==> src/rtl/core_sequencer.sv <==
// Multi-cycle instruction sequencer: fetch, decode dispatch, optional load/store, writeback.
// A watchdog bounds every handshake wait; halt and error are terminal until reset.
module core_sequencer #(
   parameter int TIMEOUT_W = 8
) (
   input  logic        clk,
   input  logic        rst,
   input  logic        start,
   output logic        if_req_valid,
   input  logic        if_req_ready,
   input  logic        if_rsp_valid,
   input  logic [31:0] if_rsp_inst,
   output logic [31:0] inst,
   input  logic        dec_is_load,
   input  logic        dec_is_store,
   input  logic        dec_wb,
   input  logic        dec_is_ebreak,
   output logic        ls_req_valid,
   input  logic        ls_req_ready,
   input  logic        ls_rsp_valid,
   output logic        rf_wen,
   output logic        pc_wen,
   output logic        halted,
   output logic        err,
   output logic [31:0] instret
);

   typedef enum logic [3:0] {
      S_IDLE, S_IF_REQ, S_IF_WAIT, S_EX, S_LS_REQ, S_LS_WAIT, S_WB, S_HALT, S_ERR
   } state_t;

   // Expiry fires on the cycle whose increment would bring the count to all-ones.
   localparam logic [TIMEOUT_W-1:0] WD_LAST = {TIMEOUT_W{1'b1}} - TIMEOUT_W'(1);

   state_t               state_q, state_d;
   logic [TIMEOUT_W-1:0] wd_q;
   logic [31:0]          inst_q;
   logic [31:0]          instret_q;
   logic                 wd_active;
   logic                 wd_expire;

   assign wd_active = (state_q == S_IF_REQ)  || (state_q == S_IF_WAIT) ||
                      (state_q == S_LS_REQ)  || (state_q == S_LS_WAIT);
   assign wd_expire = wd_active && (wd_q == WD_LAST);

   always_ff @(posedge clk) begin
      if (rst) begin
         state_q   <= S_IDLE;
         wd_q      <= '0;
         inst_q    <= '0;
         instret_q <= '0;
      end else begin
         state_q <= state_d;
         if (state_d != state_q)
            wd_q <= '0;
         else if (wd_active)
            wd_q <= wd_q + TIMEOUT_W'(1);
         if (state_q == S_IF_WAIT && if_rsp_valid)
            inst_q <= if_rsp_inst;
         if (state_q == S_WB)
            instret_q <= instret_q + 32'd1;
      end
   end

   // Handshake completion is tested before expiry so a late accept still wins.
   always_comb begin
      state_d      = state_q;
      if_req_valid = 1'b0;
      ls_req_valid = 1'b0;
      rf_wen       = 1'b0;
      pc_wen       = 1'b0;
      halted       = 1'b0;
      err          = 1'b0;
      case (state_q)
         S_IDLE: begin
            if (start)
               state_d = S_IF_REQ;
         end
         S_IF_REQ: begin
            if_req_valid = 1'b1;
            if (if_req_ready)
               state_d = S_IF_WAIT;
            else if (wd_expire)
               state_d = S_ERR;
         end
         S_IF_WAIT: begin
            if (if_rsp_valid)
               state_d = S_EX;
            else if (wd_expire)
               state_d = S_ERR;
         end
         S_EX: begin
            if (dec_is_load && dec_is_store)
               state_d = S_ERR;
            else if (dec_is_ebreak)
               state_d = S_HALT;
            else if (dec_is_load || dec_is_store)
               state_d = S_LS_REQ;
            else
               state_d = S_WB;
         end
         S_LS_REQ: begin
            ls_req_valid = 1'b1;
            if (ls_req_ready)
               state_d = S_LS_WAIT;
            else if (wd_expire)
               state_d = S_ERR;
         end
         S_LS_WAIT: begin
            if (ls_rsp_valid)
               state_d = S_WB;
            else if (wd_expire)
               state_d = S_ERR;
         end
         S_WB: begin
            pc_wen  = 1'b1;
            rf_wen  = dec_wb && !dec_is_store;
            state_d = S_IF_REQ;
         end
         S_HALT: begin
            halted = 1'b1;
         end
         S_ERR: begin
            err = 1'b1;
         end
         default: begin
            state_d = S_IDLE;
         end
      endcase
   end

   assign inst    = inst_q;
   assign instret = instret_q;

endmodule
==> config.mk <==
export PLATFORM = sky130hd
export DESIGN_NAME = core_sequencer
export DESIGN_NICKNAME = d
export VERILOG_FILES = /design/src/rtl/core_sequencer.sv
export SDC_FILE = /design/constraint.sdc
export NUM_CORES = 1
export LEC_CHECK = 0
export BUFFER_PORTS_ARGS = -buffer_cell sky130_fd_sc_hd__buf_4
export CORE_ASPECT_RATIO = 0.5
export CORE_MARGIN = 2
export CORE_UTILIZATION = 45
export DETAILED_ROUTE_END_ITERATION = 8
export GPL_TIMING_DRIVEN = 0
export PLACE_DENSITY = 0.75
export SLEW_MARGIN = 20
export SYNTH_ARGS = -nofsm -noshare
export SYNTH_HDL_FRONTEND = slang
export SYNTH_SLANG_ARGS = --single-unit
export TNS_END_PERCENT = 50
==> constraint.sdc <==
create_clock -name clk -period 1.9 [get_ports clk]
set_clock_uncertainty 0.15 [all_clocks]
set_input_delay 0.095 -clock clk [delete_from_list [all_inputs] [get_ports clk]]
set_output_delay 0.095 -clock clk [all_outputs]
set_load 0.03 [all_outputs]
==> summary.md <==
| Metric | Value |
|---|---|
| Total via count in the routed design | `roughly 3700` |
| Cells after synthesis | `about 420` |
| Pwr Total | `about 0.0044 W` |
| Tot GR Track Use | `between 20% and 30%` |
| Fill count | `roughly 570` |
| Syn Nets | `470` |
| Leak | `2.24 nW` |
| Adder-cell share of the synthesized area | `under 10%` |
| Die width | `approximately 130 µm` |
| Post-synthesis simple-gate area fraction | `27.5%` |
| R2R cell count | `7` |
| Max-slew violation count | `0` |
| Max Cap Viol | `0` |
| Post-route antenna net violation count | `0` |
| Avg Cell Area, Syn | `between 8 and 9 µm²` |
| Die area | `8390 µm²` |
| HPWL Detailed | `a little over 6000 µm` |
| DRC | `0` |
| Worst Hold Depth | `4` |
| Reg2reg start | `state_q[2]` |
| Pwr Density | `around 820 nW/µm²` |
| Gr ovfl total | `0` |
| Final TNS setup | `-0.305 ns` |
| Initial Util | `between 40% and 50%` |
| TritonCTS buffer count | `9` |
| Row count | `22` |
| Sequential-to-total area share from yosys stat | `around 44%` |
| Reg-to-Reg End | `wd_q[1]` |
| Proportion of layout cells with a drive suffix above 1 | `35.9%` |
| Slew headroom | `~61%` |
| Final setup violation count | `10` |
| WS Path Type | `register to register` |
| Violated checks | `setup timing` |
| Hold Path End | `state_q[2]` |
| Met1 usage | `27.4%` |
| Clock root cell | `clkbuf_16` |
| FMAX | `between 0.5 and 0.6 GHz` |
| RSZ-0062 raised after global routing | `yes` |
| Placed Area | `about 4400 µm²` |
| Pre-CTS setup slack | `-0.293 ns` |
| Final worst slack | `-0.0630 ns` |
| DR iter-0 viols | `roughly 240` |
| Asr flop ratio synth | `0%` |
| Pin count of the biggest net entering global routing | `13` |
| CP Data Arrival Time | `just over 2 ns` |
| Vias in the first global route | `roughly 3400` |
| GP Congestion | `0.877` |
| PortBufs | `111` |
| Ant. Diodes | `0` |
| Tcrit/Tclk final | `103%` |
| Main combinational cell family by area after synthesis | `simple AND/OR/NAND/NOR gates` |
| Syn. warnings | `0` |
| Chip height | `around 66 µm` |
| Post-layout util | `between 70% and 80%` |
| H-Tree Depth | `3` |
| Hold Path Class | `input port to register` |
| Pre-antenna DRT Iters | `7` |
| Status | `complete, but fails checks` |
| Peak supply drop | `0.568 mV` |
| Vias per cell | `~5.4` |
| Grt peak-use layer | `met2` |
| Clk sinks | `76` |
| Worst slew pin tran | `between 0.5 and 0.6 ns` |
| Top_reg_cell synth | `dfxtp_1` |
| Skew-Pair Late Insertion Delay | `0.33 ns` |
| Met2 Use GR | `a little over two fifths` |
| First-pass GRT wire length | `15800 µm` |
| Initial antenna violation count | `0` |
| Post-synth EDFFs | `0` |
| Synthesized area | `approximately 3400 µm²` |
| CP endpoint kind | `register` |
| Final Critical Period | `~2.0 ns` |
| Clk slew on worst S/H paths | `0.06 ns` |
| M3 GR Usage | `under 10%` |
| Worst setup SP type | `register` |
| Synth Area in Compound Gates | `a little over an eighth` |
| Crit-path max FO | `8` |
| Post-route cell area | `approximately 5400 µm²` |
| Hold path start | `dec_is_load` |
| Post-Route WL | `slightly above 10000 µm` |
| Area growth syn-to-layout | `56.2%` |
| Multi-input gate area | `approximately 1900 µm²` |
| CTS tree | `yes` |
| Final hold violations | `0` |
| R2R Setup Slk | `-0.06 ns` |
| Maximum clock insertion buffer count | `2` |
| I/O pins | `~110` |
| Mux cell area share after synthesis | `1.20%` |
| Fraction of synthesized cell area in xor and xnor cells | `about 7.6%` |
| Core Area | `between 7000 and 8000 µm²` |
| Post-layout nets | `640` |
| Post-synth cell types | `46` |
| WL per Instance | `around 15 µm` |
| WP data required | `just under 2 ns` |
| #FFs+latches synth | `76` |
| FF+latch area | `approximately 1600 µm²` |
==> critical path, stage by stage, from the launching register on <==
cell,delay (ns)
dfxtp_2,0.33
buf_6,0.14
mux2i_4,0.29
o21ai_0,0.10
o21ai_0,0.22
o211ai_2,0.13
buf_6,0.16
a2111oi_2,0.33
==> through the flow <==
| stage | hold slack [ns] | instances |
|---|---|---|
| 4_1_cts | 0.00688 | 684 |
| 6_report | 0.0353 | 695 |
| 3_3_place_gp | 0.191 | 631 |
| 5_1_grt | 0.0549 | 695 |
| 2_1_floorplan | 0.0810 | 424 |
| 3_5_place_dp | 0.200 | 631 |
==> Yosys cell counts, types with 5 or more instances <==
master     n  area, µm²
nor3_1    14       70.1
clkbuf_1  13       48.8
and2_1     5       31.3
a21oi_1   46        230
and3_1     7       43.8
dfxtp_1   76       1520
xor2_1    25        219
nand2_1   79        297
nand3_1   13       65.1
and4_1     6       52.6
nand4_1   18        113
inv_1      7       26.3
o21ai_0   10       50.1
xnor2_1    5       43.8
nor2_1    36        135
buf_2     11       55.1
or3_1      5       31.3
==> repair_timing <==
item                                   CTS  global route
endpoints found under the hold margin   32             0
setup endpoints to repair               49            59
pin swaps                                8            15
hold buffers                            32             0
resized for setup                       24            38
setup buffers                            6            10
gates cloned                             0             1
==> worst max path at each step <==
stage | cells past startpoint | slack, ns | from | endpoint
after global placement | 6 | -0.31 | state_q[2] | wd_q[1]
final | 7 | -0.06 | state_q[2] | wd_q[1]
after CTS | 6 | -0.04 | state_q[3] | instret[31]
after detailed placement | 6 | -0.29 | state_q[0] | wd_q[5]
after global routing | 8 | -0.10 | state_q[1] | wd_q[1]
after floorplan | 6 | -0.04 | state_q[0] | wd_q[1]
==> report_power, final <==
part           switching (W)  internal, W
Combinational       0.000531     0.000428
Clock               0.000642      0.00109
Sequential         0.0000413      0.00165
Total                0.00121      0.00317
==> final cells by class <==
type	count	share of cell area, %
multi-input combinational	312	34.6
tap	96	2.24
buffer	27	3.64
timing repair buffer	160	24.0
sequential	76	29.2
clock inverter	3	0.816
inverter	8	0.630
clock buffer	13	4.85
==> per-layer routing <==
layer | routed length [µm] | vias to the layer above | share of wire (%)
met1 | 4310 | 1750 | 42
li1 | - | 1801 | -
met5 | 0 | - | 0
met4 | 315 | 0 | 3.1
met3 | 499 | 36 | 4.8
met2 | 5180 | 139 | 50
==> sequential cells by signal, summed over array words and instances (netlist names) <==
name	cells
instret	32
wd_q	8
state_q	4
inst	32
==> layout by cell type, fill, tap and decap left out, types with 3 or more instances in the layout <==
cell,instances
a21oi_1,45
and2_1,5
and3_1,6
and4_1,4
buf_2,3
buf_4,130
buf_6,8
clkbuf_1,10
clkbuf_16,9
clkbuf_2,3
clkbuf_8,3
dfxtp_1,52
dfxtp_2,18
dfxtp_4,6
dlygate4sd3_1,32
ha_1,3
inv_1,6
nand2_1,78
nand3_1,11
nand4_1,18
nor2_1,34
nor3_1,12
o21ai_0,8
o221ai_1,3
or3_1,4
xnor2_1,5
xor2_1,25
==> cells by family (layout without fill, tap and decap cells) <==
kind of cell	Yosys count	count (layout)
fa+ha+maj	3	3
simple gates	197	197
mux	4	4
flops	76	76
buf+inv	36	211
compound gates	78	78
xor+xnor	30	30
Note: power is estimated with default switching activity, not from simulation.
